### config.mk
export PLATFORM = sky130hd
export DESIGN_NAME = seg_scan6
export DESIGN_NICKNAME = d
export VERILOG_FILES = /design/src/rtl/seg_scan6.sv
export SDC_FILE = /design/constraint.sdc
export NUM_CORES = 1
export LEC_CHECK = 0
export ABC_AREA = 0
export CAP_MARGIN = 5
export CORE_AREA = 2 2 76 85
export CTS_BUF_LIST = sky130_fd_sc_hd__clkbuf_8
export DETAILED_ROUTE_END_ITERATION = 16
export DIE_AREA = 0 0 78 87
export GPL_ROUTABILITY_DRIVEN = 0
export PLACE_DENSITY = 0.82
export SLEW_MARGIN = 20
export SYNTH_ARGS = -nofsm -noshare
export SYNTH_HDL_FRONTEND = slang
export SYNTH_SLANG_ARGS = --single-unit
### constraint.sdc
create_clock -name fs -period 2.8 [get_ports fs]
set_input_delay 0.56 -clock fs [delete_from_list [all_inputs] [get_ports fs]]
set_output_delay 0.56 -clock fs [all_outputs]
set_load 0.01 [all_outputs]
### src/rtl/seg_scan6.sv
// seg_scan6: six-digit multiplexed 7-segment driver.
// The six BCD digit buses share one segment bus, and one digit is lit at a time.
// A shadow copy of the digits and masks is taken once per frame, so a digit that
// changes mid-frame never produces a torn display.
// The driver also handles leading-zero blanking, per-digit decimal points and
// per-digit blink.
module seg_scan6 #(
    parameter int SCAN_DIV     = 4,
    parameter int BLINK_FRAMES = 64,
    parameter bit SEG_ACT_LOW  = 1'b1,
    parameter bit DIG_ACT_LOW  = 1'b1
) (
    input  logic       fs,
    input  logic       rst_n,
    input  logic [3:0] a,
    input  logic [3:0] b,
    input  logic [3:0] c,
    input  logic [3:0] d,
    input  logic [3:0] e,
    input  logic [3:0] f,
    input  logic [5:0] dp_mask,
    input  logic [5:0] blink_mask,
    input  logic       lz_blank,
    output logic [7:0] seg,
    output logic [5:0] dig,
    output logic       frame_tick
);

    localparam int             PW       = $clog2(SCAN_DIV);
    localparam logic [PW-1:0]  PRE_LAST = PW'(SCAN_DIV - 1);
    localparam int             FW       = (BLINK_FRAMES > 1) ? $clog2(BLINK_FRAMES) : 1;
    localparam logic [FW-1:0]  FC_LAST  = FW'(BLINK_FRAMES - 1);
    localparam logic [7:0]     SEG_OFF  = SEG_ACT_LOW ? 8'hFF : 8'h00;
    localparam logic [5:0]     DIG_OFF  = DIG_ACT_LOW ? 6'h3F : 6'h00;

    logic [PW-1:0]     pre_q, pre_d;
    logic [2:0]        idx_q, idx_d;
    logic [5:0][3:0]   sh_dig_q, sh_dig_d;
    logic [5:0]        sh_dp_q, sh_dp_d;
    logic [5:0]        sh_blink_q, sh_blink_d;
    logic              sh_lz_q, sh_lz_d;
    logic              sh_phase_q, sh_phase_d;
    logic [FW-1:0]     frame_cnt_q, frame_cnt_d;
    logic              phase_q, phase_d;
    logic              frame_tick_q, frame_tick_d;
    logic [7:0]        seg_q, seg_d;
    logic [5:0]        dig_q, dig_d;

    logic              load;
    logic [5:0]        lz_hit;
    logic [3:0]        cur_code;
    logic              cur_dp;
    logic              cur_blink;
    logic              cur_lz;
    logic [5:0]        cur_sel;
    logic [7:0]        seg_log;
    logic [5:0]        dig_log;

    // Logical gfedcba pattern for one BCD code; codes 10..15 show a dash.
    function automatic logic [6:0] decode7(input logic [3:0] code);
        logic [6:0] pat;
        case (code)
            4'd0:    pat = 7'h3F;
            4'd1:    pat = 7'h06;
            4'd2:    pat = 7'h5B;
            4'd3:    pat = 7'h4F;
            4'd4:    pat = 7'h66;
            4'd5:    pat = 7'h6D;
            4'd6:    pat = 7'h7D;
            4'd7:    pat = 7'h07;
            4'd8:    pat = 7'h7F;
            4'd9:    pat = 7'h6F;
            default: pat = 7'h40;
        endcase
        return pat;
    endfunction

    assign load = (pre_q == '0) && (idx_q == 3'd0);

    // Slot prescaler and digit index: SCAN_DIV cycles per slot, six slots per frame.
    always_comb begin
        pre_d = pre_q + 1'b1;
        idx_d = idx_q;
        if (pre_q == PRE_LAST) begin
            pre_d = '0;
            idx_d = (idx_q == 3'd5) ? 3'd0 : idx_q + 3'd1;
        end
    end

    // Shadow load at the start of every frame; the blink phase is sampled too so a
    // phase flip can never land in the middle of a frame.
    always_comb begin
        sh_dig_d   = sh_dig_q;
        sh_dp_d    = sh_dp_q;
        sh_blink_d = sh_blink_q;
        sh_lz_d    = sh_lz_q;
        sh_phase_d = sh_phase_q;
        if (load) begin
            sh_dig_d   = {f, e, d, c, b, a};
            sh_dp_d    = dp_mask;
            sh_blink_d = blink_mask;
            sh_lz_d    = lz_blank;
            sh_phase_d = phase_q;
        end
    end

    // Blink timebase: count frames on each frame tick and flip phase at wrap.
    always_comb begin
        frame_cnt_d  = frame_cnt_q;
        phase_d      = phase_q;
        frame_tick_d = load;
        if (frame_tick_q) begin
            if (frame_cnt_q == FC_LAST) begin
                frame_cnt_d = '0;
                phase_d     = ~phase_q;
            end else begin
                frame_cnt_d = frame_cnt_q + 1'b1;
            end
        end
    end

    // Leading-zero chain: a digit blanks only if it and all higher digits are zero.
    always_comb begin
        lz_hit    = '0;
        lz_hit[5] = sh_lz_q && (sh_dig_q[5] == 4'd0);
        for (int i = 4; i >= 1; i--) begin
            lz_hit[i] = lz_hit[i+1] && (sh_dig_q[i] == 4'd0);
        end
    end

    // Select the shadow fields for the digit currently being scanned.
    always_comb begin
        cur_code  = '0;
        cur_dp    = 1'b0;
        cur_blink = 1'b0;
        cur_lz    = 1'b0;
        cur_sel   = '0;
        for (int i = 0; i < 6; i++) begin
            if (idx_q == 3'(i)) begin
                cur_code   = sh_dig_q[i];
                cur_dp     = sh_dp_q[i];
                cur_blink  = sh_blink_q[i];
                cur_lz     = lz_hit[i];
                cur_sel[i] = 1'b1;
            end
        end
    end

    // Logical output pattern, including the guard cycle, then the output polarity.
    always_comb begin
        seg_log = {cur_dp, decode7(cur_code)};
        dig_log = cur_sel;
        if (cur_lz || (sh_phase_q && cur_blink)) begin
            seg_log = '0;
        end
        if (pre_q == '0) begin
            seg_log = '0;
            dig_log = '0;
        end
        seg_d = seg_log ^ SEG_OFF;
        dig_d = dig_log ^ DIG_OFF;
    end

    // State registers; reset drives the display dark immediately.
    always_ff @(posedge fs or negedge rst_n) begin
        if (!rst_n) begin
            pre_q        <= '0;
            idx_q        <= '0;
            sh_dig_q     <= '0;
            sh_dp_q      <= '0;
            sh_blink_q   <= '0;
            sh_lz_q      <= 1'b0;
            sh_phase_q   <= 1'b0;
            frame_cnt_q  <= '0;
            phase_q      <= 1'b0;
            frame_tick_q <= 1'b0;
            seg_q        <= SEG_OFF;
            dig_q        <= DIG_OFF;
        end else begin
            pre_q        <= pre_d;
            idx_q        <= idx_d;
            sh_dig_q     <= sh_dig_d;
            sh_dp_q      <= sh_dp_d;
            sh_blink_q   <= sh_blink_d;
            sh_lz_q      <= sh_lz_d;
            sh_phase_q   <= sh_phase_d;
            frame_cnt_q  <= frame_cnt_d;
            phase_q      <= phase_d;
            frame_tick_q <= frame_tick_d;
            seg_q        <= seg_d;
            dig_q        <= dig_d;
        end
    end

    assign seg        = seg_q;
    assign dig        = dig_q;
    assign frame_tick = frame_tick_q;

endmodule

==> results of run 1 <==
## cells in the final DEF (no fill, tap or decap), types with 4 or more instances in the layout
cell type	n
nand2_1	12
dfstp_2	14
nor2_1	14
mux2_2	46
ha_1	10
nand2b_1	4
clkbuf_8	9
inv_1	8
o21ai_0	6
o211ai_1	7
clkdlybuf4s50_1	52
nor4_1	4
dfrtp_1	51
a21oi_1	7
mux2i_1	9
buf_4	7
## stage by stage
stage | worst slack (ns) | area (um2) | hold WS, ns | total power [uW]
2_1_floorplan | 0.276 | 3190 | 0.264 | 1070
3_3_place_gp | 0.484 | 3800 | 0.438 | 1160
3_5_place_dp | 0.390 | 3800 | 0.444 | 1160
4_1_cts | 0.377 | 4000 | 0.268 | 1940
5_1_grt | 0.152 | 4000 | 0.305 | 1990
6_report | 0.358 | 4000 | 0.264 | 1910
## cell usage after synthesis (all sizes together) (2+ instances only)
cell type,number,area [um2]
a21oi,7,35.0
a221oi,5,62.6
and2b,2,20.0
buf,11,83.8
dfrtp,51,1280
dfstp,14,368
ha,10,125
inv,8,30.0
mux2,48,544
mux2i,9,90.1
nand2,12,45.0
nand2b,4,25.0
nand3,3,15.0
nand4,3,18.8
nor2,15,58.8
nor2b,2,12.5
nor4,4,25.0
o211ai,7,52.6
o21ai,6,30.0
o21bai,2,15.0
o2bb2ai,2,17.5
xnor2,3,26.3
xor2,3,26.3
## registers in the layout, summed over array words and instances, names as in the netlist
name         count
sh_lz_q          1
sh_phase_q       1
frame_tick       1
seg              8
dig              6
phase_q          1
pre_q            2
sh_blink_q       6
idx_q            3
frame_cnt_q      6
sh_dig_q        24
sh_dp_q          6
## worst paths after layout
kind / depth (start not counted) / slack (ns) / start / end
max in group asynchronous: 2 / 1.84 / rst_n / seg[6]
worst max-delay path: 7 / 0.36 / idx_q[2] / seg[6]
worst min register to register: 1 / 0.46 / pre_q[0] / pre_q[0]
worst max register to register: 7 / 0.36 / idx_q[2] / seg[6]
min in group fs: 1 / 0.46 / pre_q[0] / pre_q[0]
worst min-delay path: 1 / 0.26 / rst_n / sh_dig_q[1]
## layout make-up
| type | count | area, um2 | area share |
|---|---|---|---|
| multi-input cells | 164 | 1430 | 0.358 |
| repair buffers | 61 | 598 | 0.150 |
| clock inverters | 7 | 70.1 | 0.0175 |
| flip-flops and latches | 65 | 1640 | 0.411 |
| well taps | 80 | 100 | 0.0250 |
| inverters | 8 | 30.0 | 0.00751 |
| clock buffers | 9 | 124 | 0.0310 |
## metal layers
| metal | GRT usage | wire [um] | vias up |
|---|---|---|---|
| li1 | - | - | 1024 |
| met5 | 0 | 0 | - |
| met4 | 0.105 | 192 | 0 |
| met2 | 0.313 | 2850 | 57 |
| met1 | 0.242 | 2530 | 1056 |
| met3 | 0.0529 | 284 | 17 |
## power groups by stage
stage | Clock, uW | Combinational, uW | Sequential, uW
floorplan | 0 | 71.0 | 998
global placement | 0 | 152 | 1000
detailed placement | 0 | 155 | 1010
CTS | 793 | 156 | 989
global route | 824 | 170 | 992
finish | 771 | 153 | 989
## kinds of logic (layout without fill, tap and decap cells)
group,after synthesis,count (layout),synth area share
fa+ha+maj,10,10,0.0392
xor+xnor,6,6,0.0165
simple gates,51,51,0.0863
flops,65,65,0.516
buf+inv,19,85,0.0357
compound gates,40,40,0.108
mux,57,57,0.199
==> impl_metrics.py, run 1 <==
metrics = {
    "synthesis": {
        "synth.distinct_cells": 47,
        "syn_area_per_cell_um2": 12.9,
        "seq_area_frac_synth": 0.516,
        "synthFlopType": "dfrtp_1",
        "async_reset_ff_frac": 1.00,
        "ys_warn_count": 0,
        "ys_seq_elements": 65,
        "netlist_instances": 248,
        "syn-num-nets": 297,
        "syn_area_um2": 3190,
        "synth_edf_count": 0,
    },
    "timing": {
        "min_period_ns": 2.44,
        "setup_viol": 0,
        "hold_violations": 0,
        "worst_pin_slew_ns": 0.708,
        "final_max_slew_viol_count": 0,
        "max_freq_mhz": 410,
        "fin_crit_sh": 0.872,
        "slew_headroom": 0.528,
        "rsz0062_at_grt": "no",
        "clock_skew_ns": 0.0109,
        "setup-tns-final_ns": 0,
    },
    "clocking": {
        "cts.clk_slew.worst_paths_ns": 0.07,
        "cts-root-buf": "clkbuf_8",
        "numCtsBuffers": 9,
        "clk_latency_ns": 0.34,
        "hold_buffers": 0,
        "cts_tree": "done",
        "ctsResizeCount": 0,
        "cts.sinks": 65,
        "h-tree-depth": 3,
        "clockBufferDepth": 2,
        "postCtsSetupBuffers": 0,
    },
    "flow_run": {
        "drv_cap": 0,
    },
    "grt": {
        "grt_pass1_vias": 2126,
        "track_usage": 0.195,
        "antenna_found_initial": 0,
        "grt_pass1_wl_um": 10100,
        "grt_overflow_total": 0,
        "grt_max_degree": 36,
    },
    "floorplan": {
        "coreArea_um2": 6010,
        "fp.dieW_um": 78,
        "rows": 30,
        "start_util": 0.531,
        "io_pins": 54,
        "dieArea_um2": 6790,
        "chipHeight_um": 87,
    },
    "critical_path": {
        "path_cells": "inv_1 -> ha_1 -> buf_4 -> a32oi_1 -> o31a_1 -> mux2_4 -> o211ai_1",
        "endpoint_kind": "flip-flop",
        "cp_num_buf_inv": 2,
        "worstPathRequired_ns": 3.05,
        "cp_slowest_stage_delay_ns": 0.55,
        "cp_slowest_cell": "dfrtp_1",
        "critPathLaunchType": "flip-flop",
        "critical_path.max_fanout": 11,
        "cp_top_family": "compound AO/OA/AOI/OAI gates",
        "worstPathArrival_ns": 2.70,
        "path_class": "reg2reg",
    },
    "layout": {
        "drive_above_1_share": 0.315,
        "fill_cells": 475,
        "fin_util": 0.665,
        "stdcell_count": 394,
        "nets": 358,
        "insertedDiodeCount": 0,
        "area_growth_pct": 25.4,
    },
    "power_and_ir_drop": {
        "pwr-share-comb": 0.080,
        "switching_share": 0.229,
        "p_leak_uw": 0.00163,
        "peakVddDrop_mv": 0.335,
        "power.density_nw_per_um2": 479,
        "power.share.sequential": 0.517,
        "internal_power_uw": 1480,
        "power_switching_uw": 438,
        "clock_power_share": 0.403,
    },
    "drt": {
        "drc": 0,
        "dr_total_vias": 2154,
        "antenna_left": 0,
        "vias_per_cell": 5.47,
        "wl_per_cell_um": 14.9,
        "wl_um": 5860,
        "first_pass_iters": 4,
        "drt_iter0_drc": 102,
    },
    "placed_design": {
        "hpwlAfterDp_um": 4410,
        "portBuffers": 53,
        "place_inst": 378,
    },
    "run_status": {
        "status": "finished, final reports clean",
    },
    "hold_path": {
        "worstHoldPathType": "in2async",
    },
}
Note: power is estimated with default switching activity, not from simulation.
==> inputs of run 2 (changes only) <==
CORE_AREA = 2 2 75 84   (was 2 2 76 85)
DIE_AREA = 0 0 77 86   (was 0 0 78 87)
PLACE_DENSITY = 0.84   (was 0.82)
clock period = 2.9 ns   (was 2.8 ns; I/O delays follow)
==> run 2 against run 1 <==
  * Sequential cell count unchanged
  * Via count up 1.3%
  * Core utilization is 3.3 points higher
  * Sequential power fell by 3.4%
  * Die area fell by 2.4%
  * Critical path depth grew 2
  * Critical endpoint is now seg[3]
==> impl_metrics.py, run 2 (synthesis gave the netlist of run 1 again) <==
metrics = {
    "clocking": {
        "cts.sinks": 65,
        "cts_tree": "done",
        "ctsResizeCount": 0,
        "cts.clk_slew.worst_paths_ns": 0.08,
        "hold_buffers": 0,
        "clk_latency_ns": 0.34,
        "numCtsBuffers": 9,
        "cts-root-buf": "clkbuf_8",
        "clockBufferDepth": 2,
        "postCtsSetupBuffers": 0,
        "h-tree-depth": 3,
    },
    "critical_path": {
        "cp_slowest_cell": "dfrtp_1",
        "worstPathRequired_ns": 3.17,
        "ff2ff_path_depth": 9,
        "endpoint_kind": "flip-flop",
        "cp_slowest_stage_delay_ns": 0.55,
        "critical_path.max_fanout": 11,
        "path_class": "reg2reg",
        "path_cells": "inv_1 -> ha_1 -> nor2b_1 -> o32ai_2 -> inv_1 -> ha_1 -> o21ai_0 -> mux2i_1 -> o211ai_1",
        "worstPathArrival_ns": 2.86,
        "critPathLaunchType": "flip-flop",
    },
    "layout": {
        "area_growth_pct": 25.5,
        "final_cell_mix": "clkdlybuf4s50_1 (52), dfrtp_1 (51), mux2_2 (46)",
        "fill_cells": 447,
        "regArea_um2": 1640,
        "final_common_cell": "clkdlybuf4s50_1",
        "largest_reg_flops": 24,
        "multi_input_area_um2": 1430,
        "stdcell_count": 389,
        "largest-register": "sh_dig_q",
        "insertedDiodeCount": 0,
        "nets": 356,
        "drive_above_1_share": 0.314,
    },
    "drt": {
        "dr_total_vias": 2182,
        "drc": 0,
        "vias_per_cell": 5.61,
        "wl_per_cell_um": 15.9,
        "wl_um": 6170,
        "drt_iter0_drc": 106,
        "antenna_left": 0,
        "first_pass_iters": 4,
    },
    "grt": {
        "busiest_layer": "met2",
        "grt_pass1_wl_um": 10400,
        "grt_use_met1": 0.255,
        "use_met2": 0.329,
        "grt_overflow_total": 0,
        "grt_pass1_vias": 2235,
        "grt_use_met3": 0.0474,
        "track_usage": 0.202,
        "grt_max_degree": 66,
        "antenna_found_initial": 0,
    },
    "run_status": {
        "status": "finished, final reports clean",
    },
    "floorplan": {
        "io_pins": 54,
        "fp.dieW_um": 77,
        "chipHeight_um": 86,
        "coreArea_um2": 5730,
        "rows": 29,
        "start_util": 0.556,
        "dieArea_um2": 6620,
    },
    "timing": {
        "setup_slack_ns": 0.308,
        "max_freq_mhz": 386,
        "setup-tns-final_ns": 0,
        "rsz0062_at_grt": "no",
        "final_max_slew_viol_count": 0,
        "worst_pin_slew_ns": 0.626,
        "slew_headroom": 0.581,
        "fin_crit_sh": 0.894,
        "hold_violations": 0,
        "min_period_ns": 2.59,
        "setup_viol": 0,
        "clock_skew_ns": 0.0104,
    },
    "power_and_ir_drop": {
        "power.density_nw_per_um2": 487,
        "p_total_uw": 1950,
        "p_leak_uw": 0.00162,
        "peakVddDrop_mv": 0.323,
    },
    "placed_design": {
        "hpwlAfterDp_um": 4450,
        "dp_slack_ns": 0.368,
        "portBuffers": 53,
        "place_inst": 373,
    },
    "hold_path": {
        "worstHoldPathType": "in2async",
    },
    "flow_run": {
        "drv_cap": 0,
    },
}
run 2: changes by cell type in the layout (fill, tap and decap cells not counted):
cell,delta
clkinv_4,-2
inv_1,-1
bufinv_16,+1
clkinvlp_4,+2
buf_4,-2
run 2: layout make-up:
type                            instances  share of cell area
Timing Repair Buffer                   59               0.146
Inverter                                8             0.00750
Tap cell                               77              0.0241
Clock buffer                            9              0.0310
Multi-Input combinational cell        164               0.357
Sequential cell                        65               0.411
Clock inverter                          7              0.0235
run 2: worst paths after layout:
kind	start	to	slack [ns]
max	idx_q[2]	seg[3]	0.31
min in group fs	pre_q[0]	pre_q[0]	0.46
min	rst_n	sh_dig_q[7]	0.23
max in group asynchronous	rst_n	seg[4]	2.34
max reg2reg	idx_q[2]	seg[3]	0.31
min reg2reg	pre_q[0]	pre_q[0]	0.46
run 2: stage by stage:
stage,utilization,hold slack [ns],cell area (um2)
floorplan,-,0.284,3190
global placement,0.660,0.441,3780
detailed placement,0.660,0.454,3780
CTS,0.698,0.250,4000
global route,0.698,0.261,4000
finish,0.698,0.234,4000
run 2: power by group:
group	total, uW	internal [uW]	switching [uW]
Combinational	149	92.4	56.2
Sequential	955	935	20.0
Clock	847	483	363
run 2: worst max-delay path: cells and delay by family, from the launching register on:
family / cells / cell delay [ns]
compound gates: 3 / 0.74
fa+ha+maj: 2 / 0.64
simple gates: 1 / 0.18
flops: 1 / 0.55
buf+inv: 2 / 0.28
mux: 1 / 0.11
run 2: layer usage:
metal | vias up | part of all wire
li1 | 1018 | -
met1 | 1080 | 0.45
met2 | 64 | 0.49
met3 | 20 | 0.041
met4 | 0 | 0.027
met5 | - | 0
==> edit 1 (settings of run 1) <==
`sh_blink_q` no longer has a reset.
--- a/src/rtl/seg_scan6.sv
+++ b/src/rtl/seg_scan6.sv
@@ -170,3 +170,2 @@
             sh_dp_q      <= '0;
-            sh_blink_q   <= '0;
             sh_lz_q      <= 1'b0;
@@ -183,3 +182,2 @@
             sh_dp_q      <= sh_dp_d;
-            sh_blink_q   <= sh_blink_d;
             sh_lz_q      <= sh_lz_d;
@@ -194,2 +192,6 @@
 
+    always_ff @(posedge fs) begin
+        sh_blink_q <= sh_blink_d;
+    end
+
     assign seg        = seg_q;
Check against the original RTL: same outputs for any inputs over 10 cycles, from zero or initial values and one cycle with rst_n low; that may be too few to reach the edited logic, so the function may still have changed.
==> edit 1 against run 1 <==
Non-clock buffer count decreased by 2; total power increased by 0.45%; synthesized area fell by 3.9%; utilization shrank 2.4 points; wire length is 1.7% higher; clock skew down 0.0040 ns; sequential cell count did not move; design area decreased by 3.6%; worst setup slack improved by 0.065 ns; global-route usage rose by 0.12 points; critical path type unchanged; critical endpoint is now seg[2].
==> edit 1: results (changes against run 1) <==
stage;metric;value;unit;change
drt;drt_iter0_markers;187;;+83%
logic_synthesis;netlist_instances;240;;-3.2%
logic_synthesis;synthDistinctLibCells;45;;-4.3%
drt;routed_via_density;5.45;;-0.26%
logic_synthesis;ys_seq_area_share;54.7;%;+3.1 points
logic_synthesis;synthXorXnorAreaFrac;1.72;%;+0.067 points
cells_and_area;drive_above_1_share;27.8;%;-3.7 points
sta;slew_headroom;52.5;%;-0.35 points
grt;grt_max_degree;60;;+67%
grt;track_usage;19.6;%;+0.12 points
outcome;outcome;complete, no violations;;
critical_path;path_max_fanout;16;;+5
placement;dpl.hpwl;4.28;mm;-2.9%
logic_synthesis;synth.area.mux_share;16.9;%;-3.0 points
logic_synthesis;synth_commonest_cells;dfrtp_1, mux2_2, nand2_1;;
logic_synthesis;syn_nets;289;;-2.7%
logic_synthesis;synthTopCellsByArea;dfrtp_1, mux2_2, dfstp_2;;
sta;skew;0.00690;ns;-0.00398 ns
power_and_ir_drop;p_leak;1.55;nW;-5.1%
drt;drtPass1Iterations;5;;+1
grt;grt_pass1_wl;10.1;mm;about the same
logic_synthesis;synth_edf_count;6;;+6
drt;wire_per_inst;15.6;um;+4.9%
logic_synthesis;synth-adder-area-share;4.08;%;+0.16 points
logic_synthesis;synth-compound-area-share;9.31;%;-1.4 points
logic_synthesis;async_reset_ff_share;90.8;%;-9.2 points
cells_and_area;final_cells;382;;-3.0%
critical_path;max_stage_delay;0.50;ns;-0.05 ns
-- edit 1: cells by family (layout without fill, tap and decap cells) --
logic type	count (synthesis)	in the layout
compound gates	38	38
xor+xnor	6	6
fa+ha+maj	10	10
buf+inv	19	81
flops	65	65
mux	47	47
simple gates	55	55
-- edit 1: final timing paths --
kind,endpoint,slack [ns],cells past startpoint
worst max-delay path,seg[2],0.42,7
worst min-delay path,sh_dig_q[9],0.36,2
worst min register to register,phase_q,0.46,1
min in group fs,phase_q,0.46,1
max in group asynchronous,sh_dig_q[20],1.96,2
worst max register to register,seg[2],0.42,7
-- edit 1: worst register-to-register path, stage by stage, from the launching register on --
cell and delay [ns]:
dfrtp_1 0.49, inv_1 0.17, ha_2 0.37, inv_1 0.13
o311ai_0 0.36, a41oi_1 0.11, a211oi_2 0.50, o21ai_1 0.14
-- edit 1: where the power goes --
group / switching [mW] / internal [mW] / total [mW]
clock network: 0.332 / 0.448 / 0.780
registers: 0.0208 / 0.981 / 1.00
logic: 0.0533 / 0.0858 / 0.139
-- edit 1: final cells by class --
class	instances	area [sq um]
clock inverters	4	43.8
repair buffers	59	571
fillers	461	2150
well taps	80	100
clock buffers	11	151
flip-flops and latches	65	1670
multi-input cells	156	1290
inverters	7	26.3
-- edit 1: repair_timing --
item	CTS	global route
endpoints found under the setup margin	0	2
resized for setup	0	1
hold endpoints to repair	0	0
-- edit 1: metal layers --
layer | vias to the layer above | GRT usage (%) | share of wire (%)
met5 | - | 0 | 0
li1 | 982 | - | -
met3 | 20 | 4.56 | 6.1
met1 | 1000 | 23.4 | 41
met2 | 81 | 32.2 | 50
met4 | 0 | 12.4 | 3.6
-- edit 1: metrics by stage --
step	setup WS, ns	power (mW)	cell area (sq um)
2_1_floorplan	0.155	1.07	3060
5_1_grt	0.180	2.00	3850
3_3_place_gp	0.430	1.15	3660
4_1_cts	0.278	1.94	3850
3_5_place_dp	0.312	1.16	3660
6_report	0.424	1.92	3850
==> edit 2 (config.mk and constraints of run 1) <==
Without the edit above. The parameter `BLINK_FRAMES` goes from 64 to 128.
--- a/src/rtl/seg_scan6.sv
+++ b/src/rtl/seg_scan6.sv
@@ -8,3 +8,3 @@
     parameter int SCAN_DIV     = 4,
-    parameter int BLINK_FRAMES = 64,
+    parameter int BLINK_FRAMES = 128,
     parameter bit SEG_ACT_LOW  = 1'b1,
Behaviour: no difference found for any inputs over 10 cycles, from zero or initial values and one cycle with rst_n low; that may be too few to reach the edited logic, so the function may still have changed.
==> edit 2 against run 1 <==
Wire length rose by 0.29%; total power fell by 4.3%; worst setup slack improved by 0.021 ns; cell count unchanged; clock power decreased by 12%; fmax increased by 0.86%; synthesized area decreased by 0.63%; sequential cell count grew 1; first-iteration DRC count grew 15%; design area fell by 1.6%; critical path type unchanged.
==> edit 2: results (changes against run 1) <==
stage;metric;value;unit;change
cells_and_area;top_register;sh_dig_q;;
drt;drt_iter0_markers;117;;+15%
cells_and_area;num-clock-buffers;10;;+1
logic_synthesis;synthTopCellsByArea;dfrtp_1, mux2_2, dfstp_2;;
worst_hold_path;min_path_type;in2async;;
drt;via_count;2051;;-4.8%
clocking;cts.sinks;66;;+1.5%
critical_path;critPathArrivalTime;2.66;ns;-0.04 ns
critical_path;path_max_fanout;16;;+5
critical_path;max_stage_delay;0.39;ns;-0.16 ns
logic_synthesis;ys_seq_area_share;52.7;%;+1.1 points
grt;grt_pass1_vias;2036;;-4.2%
logic_synthesis;synth_commonest_cells;dfrtp_1, mux2_2, nand2_1;;
logic_synthesis;synth-adder-area-share;3.95;%;+0.025 points
sta;skew;0.00515;ns;-0.00573 ns
cells_and_area;fill_cells;491;;+3.4%
cells_and_area;buffer_area_share;14.8;%;-0.13 points
placement;dpl_cell_area;3760;sq um;-1.1%
cells_and_area;final_cells;394;;unchanged
grt;grt_max_degree;39;;+8.3%
logic_synthesis;synthXorXnorAreaFrac;1.94;%;+0.29 points
clocking;cts_max_level;3;;unchanged
logic_synthesis;synth.area.mux_share;18.8;%;-1.1 points
cells_and_area;nNonClkBuffers;59;;-3.3%
drt;antenna_left;0;;unchanged
logic_synthesis;synthDistinctLibCells;44;;-6.4%
cells_and_area;clkCellAreaFrac;4.33;%;-0.52 points
logic_synthesis;syn_nets;301;;+1.3%
power_and_ir_drop;p_leak;1.58;nW;-2.8%
grt;grtUsageMet2;31.1;%;-0.16 points
logic_synthesis;synth-compound-area-share;9.28;%;-1.5 points
cells_and_area;seq_area_share;42.5;%;+1.3 points
cells_and_area;area_growth_syn_to_layout;24.1;%;
clocking;path_clk_slew;0.07;ns;about the same
grt;grt_antenna_before_repair;0;;unchanged
grt;grt_pass1_wl;9.82;mm;-2.3%
cells_and_area;drive_above_1_share;26.8;%;-4.8 points
cells_and_area;nNonClkInverters;7;;-1
cells_and_area;multi_input_cells;166;;+1.2%
grt;track_usage;19.1;%;-0.41 points
cells_and_area;finalNetCount;358;;unchanged
sta;slew_headroom;50.9;%;-1.9 points
placement;placed_cells;378;;unchanged
clocking;cts_resized;0;;unchanged
outcome;outcome;complete, no violations;;
grt;met1_usage;24.3;%;+0.12 points
logic_synthesis;avgSynthCellArea;12.6;sq um;-2.2%
placement;dpl.hpwl;4.38;mm;-0.63%
power_and_ir_drop;ir_worst_vdd;0.369;mV;+10%
drt;wire_per_inst;14.9;um;+0.29%
cells_and_area;multi_input_area_share;35.2;%;-0.62 points
grt;use_met3;5.19;%;-0.10 points
==> edit 2: cell types whose count changed after synthesis, moves of 3 or more <==
cell / change
mux2_2: -10
o21ai_1: +8
mux2_1: +7
o211ai_1: -7
nand2_1: +5
nor2_1: -5
a221o_1: +3
a221oi_2: -3
buf_4: -3
==> edit 2: where the power goes <==
part / leakage [nW] / switching, mW / total [mW] / internal (mW)
clock: 0.0916 / 0.345 / 0.681 / 0.337
combinational: 0.719 / 0.0553 / 0.145 / 0.0893
sequential: 0.773 / 0.0212 / 1.00 / 0.983
==> edit 2: metrics by stage <==
stage / hold slack [ns] / worst slack, ns / total power [mW]
final: 0.286 / 0.379 / 1.83
after global placement: 0.440 / 0.517 / 1.16
after floorplan: 0.264 / 0.247 / 1.08
after CTS: 0.303 / 0.388 / 1.85
after global routing: 0.338 / 0.149 / 1.91
after detailed placement: 0.453 / 0.399 / 1.17
==> edit 2: path summary, 6_finish.rpt <==
path / startpoint / to / slack [ns] / cells after the start
setup / recovery: idx_q[1] / seg[5] / 0.38 / 8
hold / removal: rst_n / sh_dp_q[5] / 0.29 / 1
setup reg to reg: idx_q[1] / seg[5] / 0.38 / 8
hold reg to reg: pre_q[0] / pre_q[0] / 0.46 / 1
max in group asynchronous: rst_n / seg[6] / 1.82 / 2
min in group fs: pre_q[0] / pre_q[0] / 0.46 / 1
==> edit 2: worst max-delay path, delay by kind of cell (launching register included) <==
kind                     cells  cell delay [ns]
AND/OR/NAND/NOR              1             0.16
AO/OA/AOI/OAI                4             1.02
flip-flops                   1             0.39
buffers and inverters        1             0.15
adder cells (fa/ha/maj)      2             0.59
==> edit 2: layer usage <==
metal / routed length [um] / vias to the layer above
li1: - / 1015
met1: 2560 / 984
met2: 3010 / 41
met3: 194 / 11
met4: 108 / 0
met5: 0 / -
